[config.mk]
export PLATFORM = sky130hd
export DESIGN_NAME = vram_arbiter
export DESIGN_NICKNAME = d
export VERILOG_FILES = /design/src/rtl/lobovic_pkg.sv /design/src/rtl/lobovic_rd_pipe.sv /design/src/rtl/vram_arbiter.sv
export SDC_FILE = /design/constraint.sdc
export NUM_CORES = 1
export LEC_CHECK = 0
export ABC_AREA = 0
export ABC_CLOCK_PERIOD_IN_PS = 3600
export BUFFER_PORTS_ARGS = -buffer_cell sky130_fd_sc_hd__buf_2
export CAP_MARGIN = 20
export CORE_AREA = 5 5 73 75
export CTS_CLUSTER_SIZE = 30
export DETAILED_ROUTE_END_ITERATION = 10
export DIE_AREA = 0 0 78 80
export PLACE_DENSITY = 0.82
export SLEW_MARGIN = 20
export SYNTH_ARGS = -nofsm -noshare
export SYNTH_HDL_FRONTEND = slang
export SYNTH_SLANG_ARGS = --single-unit
[constraint.sdc]
create_clock -name clk_50M -period 3.6 [get_ports clk_50M]
set_clock_uncertainty 0.1 [all_clocks]
set_input_delay 0.18 -clock clk_50M [delete_from_list [all_inputs] [get_ports clk_50M]]
set_output_delay 0.18 -clock clk_50M [all_outputs]
set_load 0.005 [all_outputs]
[src/rtl/lobovic_pkg.sv]
// Shared definitions for the VRAM arbiter: default sizes,
// return-path source tag and arbiter FSM state.
package lobovic_pkg;

  localparam int ADDR_W_DFLT       = 14;
  localparam int DATA_W_DFLT       = 8;
  localparam int STARVE_LIMIT_DFLT = 255;

  typedef enum logic [1:0] {
    SRC_NONE = 2'd0,
    SRC_VID  = 2'd1,
    SRC_HOST = 2'd2
  } src_t;

  typedef enum logic [1:0] {
    ST_IDLE  = 2'd0,
    ST_WAIT  = 2'd1,
    ST_ISSUE = 2'd2
  } state_t;

endpackage

[src/rtl/lobovic_rd_pipe.sv]
// Read return path: two-stage source tag follows each access so
// RAM read data is steered to exactly one registered consumer.
module lobovic_rd_pipe
  import lobovic_pkg::*;
#(
  parameter int DATA_W = DATA_W_DFLT
) (
  input  logic              clk_50M,
  input  logic              rst,
  input  src_t              tag_in,
  input  logic [DATA_W-1:0] ram_rdata,
  output logic              vid_valid,
  output logic [DATA_W-1:0] vid_data,
  output logic              host_rvalid,
  output logic [DATA_W-1:0] host_rdata
);

  src_t              tag1_q, tag1_d;
  src_t              tag2_q, tag2_d;
  logic              vid_valid_q, vid_valid_d;
  logic [DATA_W-1:0] vid_data_q, vid_data_d;
  logic              host_rvalid_q, host_rvalid_d;
  logic [DATA_W-1:0] host_rdata_q, host_rdata_d;

  always_comb begin
    tag1_d        = tag_in;
    tag2_d        = tag1_q;
    vid_valid_d   = (tag2_q == SRC_VID);
    host_rvalid_d = (tag2_q == SRC_HOST);
    vid_data_d    = vid_valid_d ? ram_rdata : vid_data_q;
    host_rdata_d  = host_rvalid_d ? ram_rdata : host_rdata_q;
  end

  always_ff @(posedge clk_50M) begin
    if (rst) begin
      tag1_q        <= SRC_NONE;
      tag2_q        <= SRC_NONE;
      vid_valid_q   <= 1'b0;
      vid_data_q    <= '0;
      host_rvalid_q <= 1'b0;
      host_rdata_q  <= '0;
    end else begin
      tag1_q        <= tag1_d;
      tag2_q        <= tag2_d;
      vid_valid_q   <= vid_valid_d;
      vid_data_q    <= vid_data_d;
      host_rvalid_q <= host_rvalid_d;
      host_rdata_q  <= host_rdata_d;
    end
  end

  assign vid_valid   = vid_valid_q;
  assign vid_data    = vid_data_q;
  assign host_rvalid = host_rvalid_q;
  assign host_rdata  = host_rdata_q;

endmodule

[src/rtl/vram_arbiter.sv]
// Single-port VRAM arbiter: video fetch has absolute priority,
// host waits with a saturating starvation counter.
module vram_arbiter
  import lobovic_pkg::*;
#(
  parameter int ADDR_W       = ADDR_W_DFLT,
  parameter int DATA_W       = DATA_W_DFLT,
  parameter int STARVE_LIMIT = STARVE_LIMIT_DFLT
) (
  input  logic              clk_50M,
  input  logic              rst,
  input  logic              vid_req,
  input  logic [ADDR_W-1:0] vid_addr,
  output logic              vid_valid,
  output logic [DATA_W-1:0] vid_data,
  input  logic              host_req,
  input  logic              host_we,
  input  logic [ADDR_W-1:0] host_addr,
  input  logic [DATA_W-1:0] host_wdata,
  output logic              host_ack,
  output logic              host_rvalid,
  output logic [DATA_W-1:0] host_rdata,
  output logic              ram_en,
  output logic              ram_we,
  output logic [ADDR_W-1:0] ram_addr,
  output logic [DATA_W-1:0] ram_wdata,
  input  logic [DATA_W-1:0] ram_rdata,
  output logic              starve
);

  localparam logic [7:0] LIM = STARVE_LIMIT[7:0];

  state_t            state_q, state_d;
  logic [7:0]        cnt_q, cnt_d;
  logic              starve_q, starve_d;
  logic              ram_en_q, ram_en_d;
  logic              ram_we_q, ram_we_d;
  logic [ADDR_W-1:0] ram_addr_q, ram_addr_d;
  logic [DATA_W-1:0] ram_wdata_q, ram_wdata_d;
  logic              host_ack_q, host_ack_d;
  logic              host_grant;
  src_t              tag_d;

  always_comb begin
    state_d = state_q;
    unique case (state_q)
      ST_IDLE:
        if (host_req) state_d = vid_req ? ST_WAIT : ST_ISSUE;
      ST_WAIT:
        if (!host_req)    state_d = ST_IDLE;
        else if (!vid_req) state_d = ST_ISSUE;
      ST_ISSUE: state_d = ST_IDLE;
      default:  state_d = ST_IDLE;
    endcase
  end

  // ISSUE is only entered from IDLE/WAIT, so ack can never double up
  assign host_grant = (state_d == ST_ISSUE);

  always_comb begin
    cnt_d = '0;
    if (state_q == ST_WAIT)
      cnt_d = (cnt_q == LIM) ? cnt_q : cnt_q + 8'd1;
    starve_d    = starve_q | ((state_q == ST_WAIT) && (cnt_d == LIM));
    ram_en_d    = vid_req | host_grant;
    ram_we_d    = host_grant & host_we;
    host_ack_d  = host_grant;
    ram_addr_d  = ram_addr_q;
    ram_wdata_d = ram_wdata_q;
    tag_d       = SRC_NONE;
    if (vid_req) begin
      ram_addr_d = vid_addr;
      tag_d      = SRC_VID;
    end else if (host_grant) begin
      ram_addr_d = host_addr;
      if (host_we) ram_wdata_d = host_wdata;
      else         tag_d       = SRC_HOST;
    end
  end

  always_ff @(posedge clk_50M) begin
    if (rst) begin
      state_q     <= ST_IDLE;
      cnt_q       <= '0;
      starve_q    <= 1'b0;
      ram_en_q    <= 1'b0;
      ram_we_q    <= 1'b0;
      ram_addr_q  <= '0;
      ram_wdata_q <= '0;
      host_ack_q  <= 1'b0;
    end else begin
      state_q     <= state_d;
      cnt_q       <= cnt_d;
      starve_q    <= starve_d;
      ram_en_q    <= ram_en_d;
      ram_we_q    <= ram_we_d;
      ram_addr_q  <= ram_addr_d;
      ram_wdata_q <= ram_wdata_d;
      host_ack_q  <= host_ack_d;
    end
  end

  lobovic_rd_pipe #(
    .DATA_W(DATA_W)
  ) u_rd_pipe (
    .clk_50M    (clk_50M),
    .rst        (rst),
    .tag_in     (tag_d),
    .ram_rdata  (ram_rdata),
    .vid_valid  (vid_valid),
    .vid_data   (vid_data),
    .host_rvalid(host_rvalid),
    .host_rdata (host_rdata)
  );

  assign ram_en    = ram_en_q;
  assign ram_we    = ram_we_q;
  assign ram_addr  = ram_addr_q;
  assign ram_wdata = ram_wdata_q;
  assign host_ack  = host_ack_q;
  assign starve    = starve_q;

endmodule

==> results of run 1 <==
cells in the final DEF, fill, tap and decap left out, types with 2 or more instances in the layout:
master,count
buf_2,92
dfxtp_1,58
nand2_1,50
a21oi_1,26
nor2_1,22
a211oi_1,17
dlygate4sd3_1,15
mux2i_1,14
clkbuf_8,11
nor2b_1,7
nor3_1,7
nand4_1,4
a31oi_1,4
o21ai_0,4
nand2b_1,3
and3_1,3
nor3b_2,2
and4b_1,2
power breakdown:
part           leakage, µW  internal [µW]  switching, µW
Clock             0.000101            353            248
Combinational     0.000826           67.6           62.5
Sequential        0.000474            667           11.8
layout make-up:
| class | instances | area, µm² |
|---|---|---|
| flip-flops and latches | 58 | 1160 |
| multi-input cells | 178 | 1020 |
| well taps | 54 | 67.6 |
| repair buffers | 107 | 611 |
| inverters | 2 | 7.51 |
| fillers | 379 | 1530 |
| clock buffers | 11 | 151 |
| clock inverters | 4 | 51.3 |
how the worst max path moves through the flow:
| stage | end | slack (ns) | from | depth (start not counted) |
|---|---|---|---|---|
| 5_1_grt | ram_addr[9] | 1.68 | state_q[1] | 4 |
| 3_5_place_dp | ram_addr[1] | 1.66 | vid_req | 4 |
| 3_3_place_gp | ram_addr[12] | 1.76 | vid_req | 4 |
| 4_1_cts | ram_addr[9] | 1.84 | state_q[1] | 4 |
| 2_1_floorplan | starve | 2.14 | cnt_q[0] | 5 |
| 6_report | starve | 1.84 | cnt_q[1] | 5 |
logic make-up after synthesis:
| family | after synthesis |
|---|---|
| AO/OA/AOI/OAI | 54 |
| multiplexers | 14 |
| buffers and inverters | 19 |
| AND/OR/NAND/NOR | 108 |
| flip-flops | 58 |
| adder cells (fa/ha/maj) | 1 |
| XOR/XNOR | 1 |
critical path, delay by kind of cell (launching register included):
kind,cells,cell delay [ns]
AO/OA/AOI/OAI,2,0.55
flip-flops,1,0.39
adder cells (fa/ha/maj),1,0.32
AND/OR/NAND/NOR,2,0.34
layer usage:
| metal | routed length (µm) | vias up | share of wire |
|---|---|---|---|
| met1 | 2170 | 933 | 0.39 |
| li1 | - | 1085 | - |
| met5 | 0 | - | 0 |
| met2 | 2780 | 75 | 0.51 |
| met4 | 162 | 0 | 0.029 |
| met3 | 390 | 17 | 0.071 |
repair_timing:
item	CTS	global route
endpoints found under the setup margin	0	0
hold endpoints to repair	22	0
hold buffers	15	0
state kept, by name, indices dropped and copies added, names as in the netlist, 2 cells and up:
signal	flops
state_q	2
ram_addr	14
u_rd_pipe.vid_data	8
ram_wdata	8
cnt_q	8
u_rd_pipe.tag2_q	2
u_rd_pipe.host_rdata	8
u_rd_pipe.tag1_q	2
through the flow:
stage	power [µW]	cell area, µm²	hold WS [ns]	utilization
floorplan	753	2270	0.159	-
finish	1410	3070	0.0103	0.667
CTS	1420	3070	0.00234	0.667
global route	1470	3070	0.0180	0.667
global placement	807	2710	0.267	0.590
detailed placement	810	2710	0.285	0.590
==> results.toml, run 1 <==
[worst_setup_path]
worst_ep_required_time_ns = 3.77
cp.arrival_ns = 1.93
max_stage_delay_ns = 0.39
end_kind = "register"
crit_path_start_kind = "register"
worst_r2r_path_depth = 5
r2r_setup_slack_ns = 1.84
cp_slowest_cell = "dfxtp_1"
critPathKind = "register to register"
r2r_start = "cnt_q[1]"
crit_chain = "ha_1 > and2_1 > nand4_1 > a211oi_1 > a32o_2"
rr_endpoint = "starve"
cp_max_fo = 7

[pwr]
p_leak_uw = 0.00140
ir_worst_vdd_mv = 0.294
powerDensity_nw_per_um2 = 460

[min_path]
whs_path_depth = 3
hp-class = "input port to register"
hp-start = "host_wdata[7]"
min_to = "ram_wdata[7]"

[synth]
synth_top_family_by_area = "simple AND/OR/NAND/NOR gates"
yosys_warnings = 0
synthXorXnorAreaFrac = 0.00385
synth_compound_area_frac = 0.145
synth_most_common_cell = "dfxtp_1"
synth.area.top_cells = "dfxtp_1 51%, nand2_1 8.3%, mux2i_1 6.2%, a21oi_1 5.7%, a211oi_1 5.6%"
yosysTopAreaCellShare = 0.511
synthSimpleGateAreaFrac = 0.231
synth-edff-count = 0
syn_area_per_cell_um2 = 8.92
ys.flop_type = "dfxtp_1"
ys_seq_area_frac = 0.511
synthAdderAreaFrac = 0.00550
yosys_register_bits = 58
synth_top_cell_by_area = "dfxtp_1"
synthArstFlopShare = 0
synthCells = 255
synth_area_um2 = 2270
synth_common_cells = "58 x dfxtp_1, 50 x nand2_1, 26 x a21oi_1"
synth_cell_types = 35
synth_mux_area_frac = 0.0616
syn_nets = 305

[timing]
rsz0062_at_grt = "no"
fin_ws_ns = 1.84
min_period_over_period = 0.488
hold_violations = 0
achievable-frequency_mhz = 570
period_minus_slack_ns = 1.76
tightest_slew_ns = 0.943
slew_violations = 0
finalSetupViolCount = 0
fin_setup_tns_ns = 0
maxSlewHeadroom = 0.371

[detailed_routing]
drtIter0Drc = 151
postRouteWirelength_um = 5500
final_antenna_net_count = 0
vias = 2110
routedWlPerCell_um = 13.3
first_pass_iters = 4
drc = 0
viasPerCell = 5.10

[clocking]
path_clk_slew_ns = 0.07
post-cts-setup-buffers = 0
cts_tree = "yes"
numCtsBuffers = 9
cts_root_buf = "clkbuf_8"
cts.sink_count = 58
cts-resized-gates = 0
clk_latency_ns = 0.33
cts_htree_levels = 3
max-clock-path-buffers = 2

[die]
die_y_um = 80
start_util = 0.494
coreArea_um2 = 4600
fp.dieW_um = 78
pin_count = 93
row_count = 25
fp.dieArea_um2 = 6240

[grt]
use_met1 = 0.193
grt_max_degree = 50
busiest_layer = "met2"
met3_usage = 0.0632
grt_pass1_vias = 2072
grt-ovfl-total = 0
grt_antenna_before_repair = 0
gr-usage-met2 = 0.320
grt_pass1_wl_um = 9030
grt_use_total = 0.183

[finish]
fin_cells = 414
final_nets = 406
antenna_cells = 0
layout-drive-gt1-share = 0.314
area_delta_synth_final_pct = 34.8

[placed_design]
numPortBuffers = 92
dp_cells = 384
pre_cts_ws_ns = 1.66
gp_congestion = 0.871
hpwl_um = 3700

[outcome]
status = "finished, final reports clean"

[job]
maxCapViolations = 0
Power figures use the tool's default switching activity.
==> inputs of run 2 (changes only) <==
Settings changed: ABC_AREA 0 to 1, ABC_CLOCK_PERIOD_IN_PS 3600 to 1700, CORE_AREA 5 5 73 75 to 5 5 76 78, DIE_AREA 0 0 78 80 to 0 0 81 83, PLACE_DENSITY 0.82 to 0.76.
Clock period 3.6 ns to 1.7 ns, I/O delays scaled along.
==> results.toml, run 2 <==
[timing]
min_period_over_period = 0.896
period_minus_slack_ns = 1.52
rsz0062_at_grt = "no"
hold_violations = 0
maxSlewHeadroom = 0.793
achievable-frequency_mhz = 657
fin_ws_ns = 0.177
finalSetupViolCount = 0
fin_setup_tns_ns = 0
tightest_slew_ns = 0.311
slew_violations = 0

[finish]
layout-drive-gt1-share = 0.293
largest_reg_flops = 14
final_nets = 492
area_delta_synth_final_pct = 54.2
seqCellArea_um2 = 1160
antenna_cells = 0
multiInputGateArea_um2 = 993
fillers = 412
fin_cells = 517
mostFrequentLayoutCells = "100 x nand2_1, 92 x buf_2, 56 x dfxtp_1, 46 x dlygate4sd3_1, 41 x nor2_1"
layout_commonest_cell = "nand2_1"

[die]
start_util = 0.452
row_count = 26
coreArea_um2 = 5010
fp.dieW_um = 81
pin_count = 93
die_y_um = 83
fp.dieArea_um2 = 6720

[pwr]
p_int_uw = 2310
p_sw_uw = 716
ir_worst_vdd_mv = 0.612
p_leak_uw = 0.00159
p_seq_frac = 0.475
netSwitchingFraction = 0.237
powerDensity_nw_per_um2 = 867
combPwrFrac = 0.116
power_frac_clock = 0.409

[detailed_routing]
viasPerCell = 4.85
routedWlPerCell_um = 12.8
first_pass_iters = 4
vias = 2505
postRouteWirelength_um = 6640
drc = 0
final_antenna_net_count = 0
drtIter0Drc = 172

[worst_setup_path]
critPathKind = "register to register"
crit_path_start_kind = "register"
cp.arrival_ns = 1.68
end_kind = "register"
cp_max_fo = 7
r2r_start = "cnt_q[1]"
cp-startpoint = "cnt_q[1]"
worst_ep_required_time_ns = 1.86

[min_path]
hp-start = "rst"
hp-class = "input port to register"

[synth]
synthArstFlopShare = 0
syn_area_per_cell_um2 = 7.60
synth.area.top_cells = "dfxtp_1 51%, nand2_1 17%, nor2_1 7.0%, a21oi_1 5.5%, a311oi_1 5.4%"
synthCells = 298
synth_area_um2 = 2260
synth_cell_types = 26
yosysTopAreaCellShare = 0.513
synth_top_cell_by_area = "dfxtp_1"
yosys_register_bits = 58
synth_common_cells = "100 x nand2_1, 58 x dfxtp_1, 42 x nor2_1"
ys_seq_area_frac = 0.513
synth-edff-count = 0
yosys_warnings = 0
ys.flop_type = "dfxtp_1"
synth_most_common_cell = "nand2_1"
syn_nets = 348

[grt]
grt_max_degree = 29
use_met1 = 0.231
gr-usage-met2 = 0.348
busiest_layer = "met2"
grt-ovfl-total = 0
grt_pass1_wl_um = 11200
grt_use_total = 0.210
grt_antenna_before_repair = 0
grt_pass1_vias = 2602
met3_usage = 0.0693

[clocking]
cts_root_buf = "clkbuf_8"
clk_latency_ns = 0.32
cts.sink_count = 58
cts_htree_levels = 3
cts_tree = "yes"
max-clock-path-buffers = 2
numCtsBuffers = 9
path_clk_slew_ns = 0.07

[placed_design]
gp_congestion = 0.968
pre_cts_ws_ns = 0.124
dp_cells = 455
hpwl_um = 3950
numPortBuffers = 92

[outcome]
status = "finished, final reports clean"

[job]
maxCapViolations = 0
-- run 2: what timing repair did --
action / 4_1_cts / 5_1_grt
resized for setup: 0 / 7
setup buffers: 0 / 0
hold buffers: 46 / 0
setup endpoints to repair: 0 / 5
hold endpoints to repair: 40 / 0
-- run 2: critical path, cell delays in order (launching register included) --
cell and delay, ns:
dfxtp_2 0.36, ha_4 0.15, nand2_2 0.09, nor2_4 0.17, nand2_4 0.09, nand2_2 0.06, nand2_2 0.04, nor2_1 0.08
nand2_1 0.06, nor2_2 0.09, nand2_1 0.06, a21oi_2 0.10
-- run 2: power by group through the flow --
stage / sequential [µW] / clock (µW) / combinational (µW)
floorplan: 1470 / 0 / 119
finish: 1440 / 1240 / 351
global route: 1440 / 1330 / 389
CTS: 1440 / 1270 / 338
detailed placement: 1460 / 0 / 257
global placement: 1460 / 0 / 253
-- run 2: per-stage QoR --
step	cell area (µm²)	hold WS (ns)	util	total power (µW)
floorplan	2260	0.0643	-	1590
global placement	2820	0.196	0.562	1720
detailed placement	2820	0.189	0.562	1720
CTS	3470	0.00152	0.693	3040
global route	3490	0.0144	0.697	3160
finish	3490	0.0155	0.697	3030
-- run 2: kinds of logic after synthesis --
| group | share of synthesized area |
|---|---|
| buf+inv | 0.0552 |
| compound gates | 0.121 |
| fa+ha+maj | 0.00552 |
| flops | 0.513 |
| simple gates | 0.306 |
-- run 2: area by class of cell --
cell class,count,share of cell area
Clock buffer,11,0.0405
Multi-Input combinational cell,211,0.284
Inverter,17,0.0190
Sequential cell,58,0.333
Clock inverter,5,0.0154
Timing Repair Buffer,145,0.282
Tap cell,70,0.0251
-- run 2: per-layer routing --
| metal | vias to the layer above | part of all wire |
|---|---|---|
| met3 | 27 | 0.087 |
| met2 | 125 | 0.48 |
| met4 | 0 | 0.038 |
| met1 | 1094 | 0.40 |
| li1 | 1259 | - |
| met5 | - | 0 |
-- run 2: final timing paths --
check	to	slack (ns)	cells past startpoint
setup reg to reg	starve	0.18	11
setup / recovery	starve	0.18	11
hold / removal	ram_we	0.02	2
hold reg to reg	u_rd_pipe.tag2_q[1]	0.30	2
